## src/rtl/mc_pkg.sv

```systemverilog
// Shared definitions for the multicycle MIPS controller: state codes, opcode/funct
// values and the datapath select encodings.
package mc_pkg;

  typedef enum logic [3:0] {
    S_FETCH  = 4'd0,
    S_DECODE = 4'd1,
    S_MEMADR = 4'd2,
    S_MEMRD  = 4'd3,
    S_MEMWB  = 4'd4,
    S_MEMWR  = 4'd5,
    S_EXEC   = 4'd6,
    S_ALUWB  = 4'd7,
    S_BRANCH = 4'd8,
    S_IEXEC  = 4'd9,
    S_IWB    = 4'd10,
    S_JUMP   = 4'd11,
    S_LUIWB  = 4'd12
  } state_e;

  localparam logic [5:0] OP_RTYPE = 6'h00;
  localparam logic [5:0] OP_J     = 6'h02;
  localparam logic [5:0] OP_BEQ   = 6'h04;
  localparam logic [5:0] OP_ADDI  = 6'h08;
  localparam logic [5:0] OP_ANDI  = 6'h0c;
  localparam logic [5:0] OP_ORI   = 6'h0d;
  localparam logic [5:0] OP_XORI  = 6'h0e;
  localparam logic [5:0] OP_LUI   = 6'h0f;
  localparam logic [5:0] OP_LW    = 6'h23;
  localparam logic [5:0] OP_SW    = 6'h2b;

  localparam logic [5:0] F_ADD = 6'h20;
  localparam logic [5:0] F_SUB = 6'h22;
  localparam logic [5:0] F_AND = 6'h24;
  localparam logic [5:0] F_OR  = 6'h25;
  localparam logic [5:0] F_SLT = 6'h2a;

  localparam logic [2:0] ALU_AND = 3'b000;
  localparam logic [2:0] ALU_OR  = 3'b001;
  localparam logic [2:0] ALU_ADD = 3'b010;
  localparam logic [2:0] ALU_XOR = 3'b011;
  localparam logic [2:0] ALU_SUB = 3'b110;
  localparam logic [2:0] ALU_SLT = 3'b111;

  localparam logic [1:0] MTR_ALUOUT = 2'b00;
  localparam logic [1:0] MTR_MDR    = 2'b01;
  localparam logic [1:0] MTR_LUI    = 2'b10;

  localparam logic [1:0] SRCB_B     = 2'b00;
  localparam logic [1:0] SRCB_FOUR  = 2'b01;
  localparam logic [1:0] SRCB_IMM   = 2'b10;
  localparam logic [1:0] SRCB_BRIMM = 2'b11;

  localparam logic [1:0] PCSRC_ALU    = 2'b00;
  localparam logic [1:0] PCSRC_ALUOUT = 2'b01;
  localparam logic [1:0] PCSRC_JUMP   = 2'b10;

  function automatic logic is_legal_op(input logic [5:0] op);
    return op inside {OP_RTYPE, OP_J, OP_BEQ, OP_ADDI, OP_ANDI, OP_ORI,
                      OP_XORI, OP_LUI, OP_LW, OP_SW};
  endfunction

endpackage

```

## src/rtl/mc_ctrl_fsm_if.sv

```systemverilog
// Controller <-> datapath bundle: instruction fields and status in, enables and selects out.
interface mc_ctrl_fsm_if;
  logic [5:0] op;
  logic [5:0] funct;
  logic       zero;
  logic       mem_ready;
  logic       iord;
  logic       memwrite;
  logic       irwrite;
  logic       pcen;
  logic       regwrite;
  logic       regdst;
  logic [1:0] memtoreg;
  logic       alusrca;
  logic [1:0] alusrcb;
  logic       immzext;
  logic [1:0] pcsrc;
  logic [2:0] alucontrol;

  modport master (
    input  op, funct, zero, mem_ready,
    output iord, memwrite, irwrite, pcen, regwrite, regdst, memtoreg,
           alusrca, alusrcb, immzext, pcsrc, alucontrol
  );

  modport slave (
    output op, funct, zero, mem_ready,
    input  iord, memwrite, irwrite, pcen, regwrite, regdst, memtoreg,
           alusrca, alusrcb, immzext, pcsrc, alucontrol
  );
endinterface

```

## src/rtl/mc_alu_dec.sv

```systemverilog
// ALU operation and immediate-extension select, decoded from state, opcode and funct.
module mc_alu_dec
  import mc_pkg::*;
(
  input  state_e     i_state,
  input  logic [5:0] i_op,
  input  logic [5:0] i_funct,
  output logic [2:0] o_alucontrol,
  output logic       o_immzext
);

  always_comb begin
    // NOTE: every output gets a default before the case so no path leaves it unassigned (no latch).
    o_alucontrol = ALU_AND;
    o_immzext    = 1'b0;
    case (i_state)
      S_FETCH, S_DECODE, S_MEMADR: o_alucontrol = ALU_ADD;
      S_BRANCH:                    o_alucontrol = ALU_SUB;
      S_EXEC: begin
        case (i_funct)
          F_SUB:   o_alucontrol = ALU_SUB;
          F_AND:   o_alucontrol = ALU_AND;
          F_OR:    o_alucontrol = ALU_OR;
          F_SLT:   o_alucontrol = ALU_SLT;
          default: o_alucontrol = ALU_ADD;
        endcase
      end
      S_IEXEC: begin
        case (i_op)
          OP_ANDI: begin o_alucontrol = ALU_AND; o_immzext = 1'b1; end
          OP_ORI:  begin o_alucontrol = ALU_OR;  o_immzext = 1'b1; end
          OP_XORI: begin o_alucontrol = ALU_XOR; o_immzext = 1'b1; end
          default: o_alucontrol = ALU_ADD;
        endcase
      end
      default: ;
    endcase
  end

endmodule

```

## src/rtl/mc_ctrl_fsm.sv

```systemverilog
// Multicycle MIPS control unit: state sequencing, per-state datapath controls and
// a retired-instruction counter.
module mc_ctrl_fsm
  import mc_pkg::*;
#(
  parameter int CNT_W       = 32,
  parameter bit MEM_WAIT_EN = 1'b1
) (
  input  logic             clk,
  input  logic             reset,
  mc_ctrl_fsm_if.master    bus,
  output logic             o_illegal,
  output logic [3:0]       o_state,
  output logic [CNT_W-1:0] o_retired
);

  state_e             r_state;
  state_e             w_next;
  logic               w_ready;
  logic               w_pcwrite;
  logic               w_branch;
  logic               w_irwrite;
  logic               w_regwrite;
  logic               w_memwrite;
  logic               w_retire;
  logic [2:0]         w_alucontrol;
  logic               w_immzext;
  logic [CNT_W-1:0]   r_retired;

  assign w_ready = MEM_WAIT_EN ? bus.mem_ready : 1'b1;

  always_ff @(posedge clk or posedge reset) begin
    // NOTE: sequential state uses non-blocking assignments so all flops update from pre-edge values.
    if (reset) r_state <= S_FETCH;
    else       r_state <= w_next;
  end

  always_comb begin
    w_next = S_FETCH;
    case (r_state)
      S_FETCH:  w_next = w_ready ? S_DECODE : S_FETCH;
      S_DECODE: begin
        case (bus.op)
          OP_LW, OP_SW:                      w_next = S_MEMADR;
          OP_RTYPE:                          w_next = S_EXEC;
          OP_BEQ:                            w_next = S_BRANCH;
          OP_ADDI, OP_ANDI, OP_ORI, OP_XORI: w_next = S_IEXEC;
          OP_J:                              w_next = S_JUMP;
          OP_LUI:                            w_next = S_LUIWB;
          default:                           w_next = S_FETCH;
        endcase
      end
      S_MEMADR: w_next = (bus.op == OP_LW) ? S_MEMRD : S_MEMWR;
      S_MEMRD:  w_next = w_ready ? S_MEMWB : S_MEMRD;
      S_MEMWR:  w_next = w_ready ? S_FETCH : S_MEMWR;
      S_EXEC:   w_next = S_ALUWB;
      S_IEXEC:  w_next = S_IWB;
      default:  w_next = S_FETCH;
    endcase
  end

  // Enables are gated by reset so nothing writes while the async reset is held.
  always_comb begin
    bus.iord     = 1'b0;
    bus.regdst   = 1'b0;
    bus.memtoreg = MTR_ALUOUT;
    bus.alusrca  = 1'b0;
    bus.alusrcb  = SRCB_B;
    bus.pcsrc    = PCSRC_ALU;
    w_pcwrite    = 1'b0;
    w_branch     = 1'b0;
    w_irwrite    = 1'b0;
    w_regwrite   = 1'b0;
    w_memwrite   = 1'b0;
    o_illegal    = 1'b0;
    case (r_state)
      S_FETCH: begin
        bus.alusrcb = SRCB_FOUR;
        w_irwrite   = w_ready;
        w_pcwrite   = w_ready;
      end
      S_DECODE: begin
        bus.alusrcb = SRCB_BRIMM;
        o_illegal   = !is_legal_op(bus.op);
      end
      S_MEMADR: begin
        bus.alusrca = 1'b1;
        bus.alusrcb = SRCB_IMM;
      end
      S_MEMRD: bus.iord = 1'b1;
      S_MEMWB: begin
        w_regwrite   = 1'b1;
        bus.memtoreg = MTR_MDR;
      end
      S_MEMWR: begin
        bus.iord   = 1'b1;
        w_memwrite = 1'b1;
      end
      S_EXEC: bus.alusrca = 1'b1;
      S_ALUWB: begin
        w_regwrite = 1'b1;
        bus.regdst = 1'b1;
      end
      S_BRANCH: begin
        bus.alusrca = 1'b1;
        bus.pcsrc   = PCSRC_ALUOUT;
        w_branch    = 1'b1;
      end
      S_IEXEC: begin
        bus.alusrca = 1'b1;
        bus.alusrcb = SRCB_IMM;
      end
      S_IWB: w_regwrite = 1'b1;
      S_JUMP: begin
        bus.pcsrc = PCSRC_JUMP;
        w_pcwrite = 1'b1;
      end
      S_LUIWB: begin
        w_regwrite   = 1'b1;
        bus.memtoreg = MTR_LUI;
      end
      default: ;
    endcase
    bus.irwrite  = w_irwrite & ~reset;
    bus.regwrite = w_regwrite & ~reset;
    bus.memwrite = w_memwrite & ~reset;
    bus.pcen     = (w_pcwrite | (w_branch & bus.zero)) & ~reset;
  end

  mc_alu_dec u_alu_dec (
    .i_state      (r_state),
    .i_op         (bus.op),
    .i_funct      (bus.funct),
    .o_alucontrol (w_alucontrol),
    .o_immzext    (w_immzext)
  );

  assign bus.alucontrol = w_alucontrol;
  assign bus.immzext    = w_immzext;

  assign w_retire = (w_next == S_FETCH) &&
                    (r_state inside {S_MEMWB, S_MEMWR, S_ALUWB, S_BRANCH,
                                     S_IWB, S_JUMP, S_LUIWB});

  always_ff @(posedge clk or posedge reset) begin
    if (reset)         r_retired <= '0;
    else if (w_retire) r_retired <= r_retired + CNT_W'(1);
  end

  assign o_state   = r_state;
  assign o_retired = r_retired;

endmodule

```

## src/flat_wrapper.sv

```systemverilog
// flat-port wrapper written by rule: the top's interface ports become plain ports
module mc_ctrl_fsm_flat import mc_pkg::*;
#(
  parameter int CNT_W       = 32,
  parameter bit MEM_WAIT_EN = 1'b1
)
  (clk, reset, o_illegal, o_state, o_retired, bus_op, bus_funct, bus_zero, bus_mem_ready, bus_iord, bus_memwrite, bus_irwrite, bus_pcen, bus_regwrite, bus_regdst, bus_memtoreg, bus_alusrca, bus_alusrcb, bus_immzext, bus_pcsrc, bus_alucontrol);
  mc_ctrl_fsm_if bus_i ();
  input  logic clk;
  input  logic reset;
  output logic o_illegal;
  output logic [3:0] o_state;
  output logic [CNT_W-1:0] o_retired;
  input wire logic [$bits(bus_i.op)-1:0] bus_op;
  input wire logic [$bits(bus_i.funct)-1:0] bus_funct;
  input wire logic [$bits(bus_i.zero)-1:0] bus_zero;
  input wire logic [$bits(bus_i.mem_ready)-1:0] bus_mem_ready;
  output wire logic [$bits(bus_i.iord)-1:0] bus_iord;
  output wire logic [$bits(bus_i.memwrite)-1:0] bus_memwrite;
  output wire logic [$bits(bus_i.irwrite)-1:0] bus_irwrite;
  output wire logic [$bits(bus_i.pcen)-1:0] bus_pcen;
  output wire logic [$bits(bus_i.regwrite)-1:0] bus_regwrite;
  output wire logic [$bits(bus_i.regdst)-1:0] bus_regdst;
  output wire logic [$bits(bus_i.memtoreg)-1:0] bus_memtoreg;
  output wire logic [$bits(bus_i.alusrca)-1:0] bus_alusrca;
  output wire logic [$bits(bus_i.alusrcb)-1:0] bus_alusrcb;
  output wire logic [$bits(bus_i.immzext)-1:0] bus_immzext;
  output wire logic [$bits(bus_i.pcsrc)-1:0] bus_pcsrc;
  output wire logic [$bits(bus_i.alucontrol)-1:0] bus_alucontrol;
  assign bus_i.op = bus_op;
  assign bus_i.funct = bus_funct;
  assign bus_i.zero = bus_zero;
  assign bus_i.mem_ready = bus_mem_ready;
  assign bus_iord = bus_i.iord;
  assign bus_memwrite = bus_i.memwrite;
  assign bus_irwrite = bus_i.irwrite;
  assign bus_pcen = bus_i.pcen;
  assign bus_regwrite = bus_i.regwrite;
  assign bus_regdst = bus_i.regdst;
  assign bus_memtoreg = bus_i.memtoreg;
  assign bus_alusrca = bus_i.alusrca;
  assign bus_alusrcb = bus_i.alusrcb;
  assign bus_immzext = bus_i.immzext;
  assign bus_pcsrc = bus_i.pcsrc;
  assign bus_alucontrol = bus_i.alucontrol;
  mc_ctrl_fsm #(.CNT_W(CNT_W), .MEM_WAIT_EN(MEM_WAIT_EN)) u_core (.clk(clk), .reset(reset), .bus(bus_i), .o_illegal(o_illegal), .o_state(o_state), .o_retired(o_retired));
endmodule
```

## config.mk

```make
export PLATFORM = sky130hd
export DESIGN_NAME = mc_ctrl_fsm_flat
export DESIGN_NICKNAME = d
export VERILOG_FILES = /design/src/rtl/mc_pkg.sv /design/src/rtl/mc_ctrl_fsm_if.sv /design/src/rtl/mc_alu_dec.sv /design/src/rtl/mc_ctrl_fsm.sv /design/src/flat_wrapper.sv
export SDC_FILE = /design/constraint.sdc
export NUM_CORES = 1
export LEC_CHECK = 0
export ABC_AREA = 1
export CAP_MARGIN = 40
export CORE_MARGIN = 2
export CORE_UTILIZATION = 50
export DETAILED_ROUTE_END_ITERATION = 7
export PLACE_DENSITY_LB_ADDON = 0.2
export SYNTH_ARGS = -nofsm -noshare
export SYNTH_HDL_FRONTEND = slang
export SYNTH_SLANG_ARGS = --single-unit
```

## constraint.sdc

```tcl
create_clock -name clk -period 2.4 [get_ports clk]
set_input_delay 0.48 -clock clk [delete_from_list [all_inputs] [get_ports clk]]
set_output_delay 0.48 -clock clk [all_outputs]
set_load 0.01 [all_outputs]
```

==> summary by stage <==
Yosys
Summing the areas of all compound-gate instances in the mapped netlist gives 3.65% of the synthesized area. After Yosys synthesis, and, or, nand and nor cells account for 51.9% of the synthesized area. The number of nets produced by synthesis is 460. The post-synth design cell area is 0.00278 mm^2. Multiplexer cells account for 0% of the synthesized area. After synthesis, flip-flops and latches occupy 32.5% of the total area.

The cell count after synthesis is about 440. After synthesis, the largest family of logic cells by area is simple AND/OR/NAND/NOR gates. For this run, the number of Yosys warnings is 0. Summing the areas of all xor and xnor instances in the mapped netlist gives roughly 4.7% of the synthesized area. In this run, synthesis produced a sequential element count of 36.

The mean cell area of the mapped netlist is about 6.3 um^2. Of the total synthesized cell area, the portion taken by full adders, half adders and majority gates is 0.451%. After synthesis, the netlist uses 27 different library cells.

Floorplan
The die area is between 0.006 and 0.007 mm^2. In this run the horizontal extent of the chip is a little under 80 um. The row count is 27. During I/O placement, the number of pins put on the boundary was 70. The initial utilization of the core area, before any placement, comes to 51.0%.

The area of the core region is about 0.0054 mm^2. The floorplan step set the die height to 78.5 um.

Layout
In the final layout, flip-flops and latches occupy 902 um^2. The area growth from synthesis to layout is 40.1%. The ratio of cells with drive above 1 in the final layout is between 10% and 20%. In the final layout, the multi-input gates occupy 0.00174 mm^2. The fill cell instance count of the final layout is 468.

The number of nets in the final layout is 562. The share of the core filled with cells in the final layout is 71.5%. The antenna diode count is 0.

Power and ir drop
The cell area power density is 561 mW/mm^2. The static power due to leakage is 1.90 nW. The worst supply voltage drop on vdd is 0.000534 V.

Clock network
The clock transition time at the flip-flop clock pins of the worst setup and hold paths is 0.08 ns. Counting the buffers created by CTS gives 5. CTS saw 36 sinks. The worst-skew pair later-pin latency is ~0.29 ns. The worst-case clock buffer depth is 2.

The cell at the root of the clock tree is sky130_fd_sc_hd__clkbuf_8. The H-tree was split into 2 levels. TritonCTS built the clock tree.

Global routing
The global-route wire length before repair is 13,100 um. The pin count of the biggest net entering global routing is 37. The number of antenna violations at the first check in global routing is 0. The number of global-route vias before repair came to 2,865. After global routing the overflow that remains totals 0. The overall routing resource usage is 26.6%.

Timing
Setup repair after global routing could not meet its margin everywhere. The slew at the pin closest to its max-slew limit is about 0.47 ns. The worst path needs 2.33 ns of the cycle, external delays included. The number of pins with negative max-slew slack in the final report is 0. The setup clock skew after layout is 0.00555 ns. The final clock period utilization by the worst path is 96.9%.

The peak clock frequency supported by timing is between 400 and 500 MHz. The summed negative setup slack over all endpoints is 0 ns. The max-slew headroom at the worst pin is 68.6%.

Setup violations remaining at the end of the flow were counted as 0. The number of endpoints with negative hold slack in the final report was 0.

Setup path
The highest net fanout along the worst path is 2. The data required time at the worst endpoint is 1.92 ns. The signal arrival time at the worst endpoint is 1.85 ns. The worst setup path category is primary input to primary output. The category of the worst setup path launch point is a primary input. STA classifies the critical path endpoint as a primary output.

Route
Once detail routing completed, the nets flagged for antenna violations numbered 0. The final wirelength is 7970 um. The routed layout has around 3,100 vias. After detailed routing, the average wire length per cell comes to roughly 13 um. The average vias per placed instance is roughly 5.1.

The length of the first detailed-routing pass in iterations is 5. The starting DRC count in detailed routing is 246. After detailed routing, the number of remaining DRC violations is 0.

Placed design
In this run the tool buffered the top-level ports with 69 buffer cells. The congestion estimate from routability-driven global placement came to 0.969. After legalization and detailed placement, the total HPWL measured 6120 um.

Job
The total of max-cap violations is 0.

Run status
The run finished with clean final reports.

Min path
The class of the worst hold path is register to register.
-- layout make-up --
cell class / instances / share of cell area [%]
well taps: 72 / 2.32
clock inverters: 3 / 1.09
multi-input cells: 367 / 44.7
repair buffers: 100 / 23.6
inverters: 35 / 3.38
clock buffers: 5 / 1.77
flip-flops and latches: 36 / 23.2
-- per-stage QoR --
step	power, W	instance area [um^2]	hold slack (ns)	instances	worst slack (ns)
global placement	0.00163	3710	0.508	607	-0.286
finish	0.00218	3890	0.545	618	0.0735
global route	0.00231	3890	0.570	618	-0.00693
floorplan	0.00125	2780	0.540	443	0.320
detailed placement	0.00164	3710	0.526	607	-0.306
CTS	0.00218	3860	0.544	617	-0.0125
-- synth_stat cells --
library cell	number	area, um^2
sky130_fd_sc_hd__a21oi_1	1	5.00
sky130_fd_sc_hd__and3_1	1	6.26
sky130_fd_sc_hd__buf_6	5	56.3
sky130_fd_sc_hd__dfrtp_1	36	901
sky130_fd_sc_hd__ha_1	1	12.5
sky130_fd_sc_hd__inv_1	30	113
sky130_fd_sc_hd__inv_2	5	18.8
sky130_fd_sc_hd__nand2_1	211	792
sky130_fd_sc_hd__nand2_2	6	37.5
sky130_fd_sc_hd__nand2_4	1	11.3
sky130_fd_sc_hd__nand3_1	10	50.1
sky130_fd_sc_hd__nand3_2	1	10.0
sky130_fd_sc_hd__nand3_4	1	17.5
sky130_fd_sc_hd__nand3b_1	16	120
sky130_fd_sc_hd__nand4_1	5	31.3
sky130_fd_sc_hd__nor2_1	76	285
sky130_fd_sc_hd__nor2_2	2	12.5
sky130_fd_sc_hd__nor2_4	1	11.3
sky130_fd_sc_hd__nor2_8	2	40.0
sky130_fd_sc_hd__nor3_1	2	10.0
sky130_fd_sc_hd__o211ai_2	1	12.5
sky130_fd_sc_hd__o21ai_0	8	40.0
sky130_fd_sc_hd__o21ai_2	3	26.3
sky130_fd_sc_hd__o221ai_1	2	17.5
sky130_fd_sc_hd__or2_2	1	6.26
sky130_fd_sc_hd__xnor2_1	7	61.3
sky130_fd_sc_hd__xor2_1	8	70.1
-- cells by family after synthesis --
group	Yosys count
AOI/OAI and AO/OA	15
adders and majority gates	1
xor gates and xnor gates	15
buffers and inverters	40
and+or+nand+nor	336
DFF	36
-- layer usage --
metal  share of wire [%]  track usage [%]
met1                  47             38.4
met4                 1.5             7.72
met2                  46             41.5
met5                   0                0
met3                 6.3             3.79
-- worst paths after layout --
path	start	end	slack (ns)	depth (start not counted)
max	bus_funct[1]	bus_alucontrol[2]	0.07	6
min	u_core.o_retired[31]$_DFFE_PP0P_	u_core.o_retired[31]$_DFFE_PP0P_	0.54	2
max reg2reg	u_core.o_state[2]$_DFF_PP0_	u_core.o_retired[19]$_DFFE_PP0P_	0.64	10
min in group asynchronous	reset	u_core.o_retired[16]$_DFFE_PP0P_	0.72	3
min reg2reg	u_core.o_retired[31]$_DFFE_PP0P_	u_core.o_retired[31]$_DFFE_PP0P_	0.54	2
max in group asynchronous	reset	u_core.o_state[0]$_DFF_PP0_	1.30	3
-- report_power, final --
part / leakage (nW) / switching [W] / internal, W
registers: 0.496 / 0.0000555 / 0.000652
logic: 1.35 / 0.000523 / 0.000419
clock network: 0.0541 / 0.000226 / 0.000307
total: 1.90 / 0.000805 / 0.00138
-- sequential cells by signal (all words and copies together) (netlist names) --
| register | flops |
|---|---|
| u_core.o_retired | 32 |
| u_core.o_state | 4 |
-- critical path, stage by stage --
cell                              delay, ns
sky130_fd_sc_hd__clkdlybuf4s50_1       0.46
sky130_fd_sc_hd__inv_1                 0.05
sky130_fd_sc_hd__nor3_1                0.14
sky130_fd_sc_hd__nand3_1               0.12
sky130_fd_sc_hd__nand2_1               0.07
sky130_fd_sc_hd__clkdlybuf4s50_1       0.53
-- cell usage in the layout (no fill, tap or decap), types with 8 or more instances in the layout --
cell / instances
sky130_fd_sc_hd__nand2_1: 210
sky130_fd_sc_hd__nor2_1: 69
sky130_fd_sc_hd__clkdlybuf4s50_1: 58
sky130_fd_sc_hd__dfrtp_1: 35
sky130_fd_sc_hd__buf_4: 31
sky130_fd_sc_hd__inv_1: 30
sky130_fd_sc_hd__nand3b_1: 16
sky130_fd_sc_hd__nand3_1: 9
sky130_fd_sc_hd__o21ai_0: 8
sky130_fd_sc_hd__xor2_1: 8
-- what timing repair did --
action,4_1_cts,5_1_grt
gates resized for setup,18,13
pin swaps,2,2
endpoints found under the setup margin,11,7
hold buffers,0,0
setup buffers,2,1
Note: power is estimated with default switching activity, not from simulation.
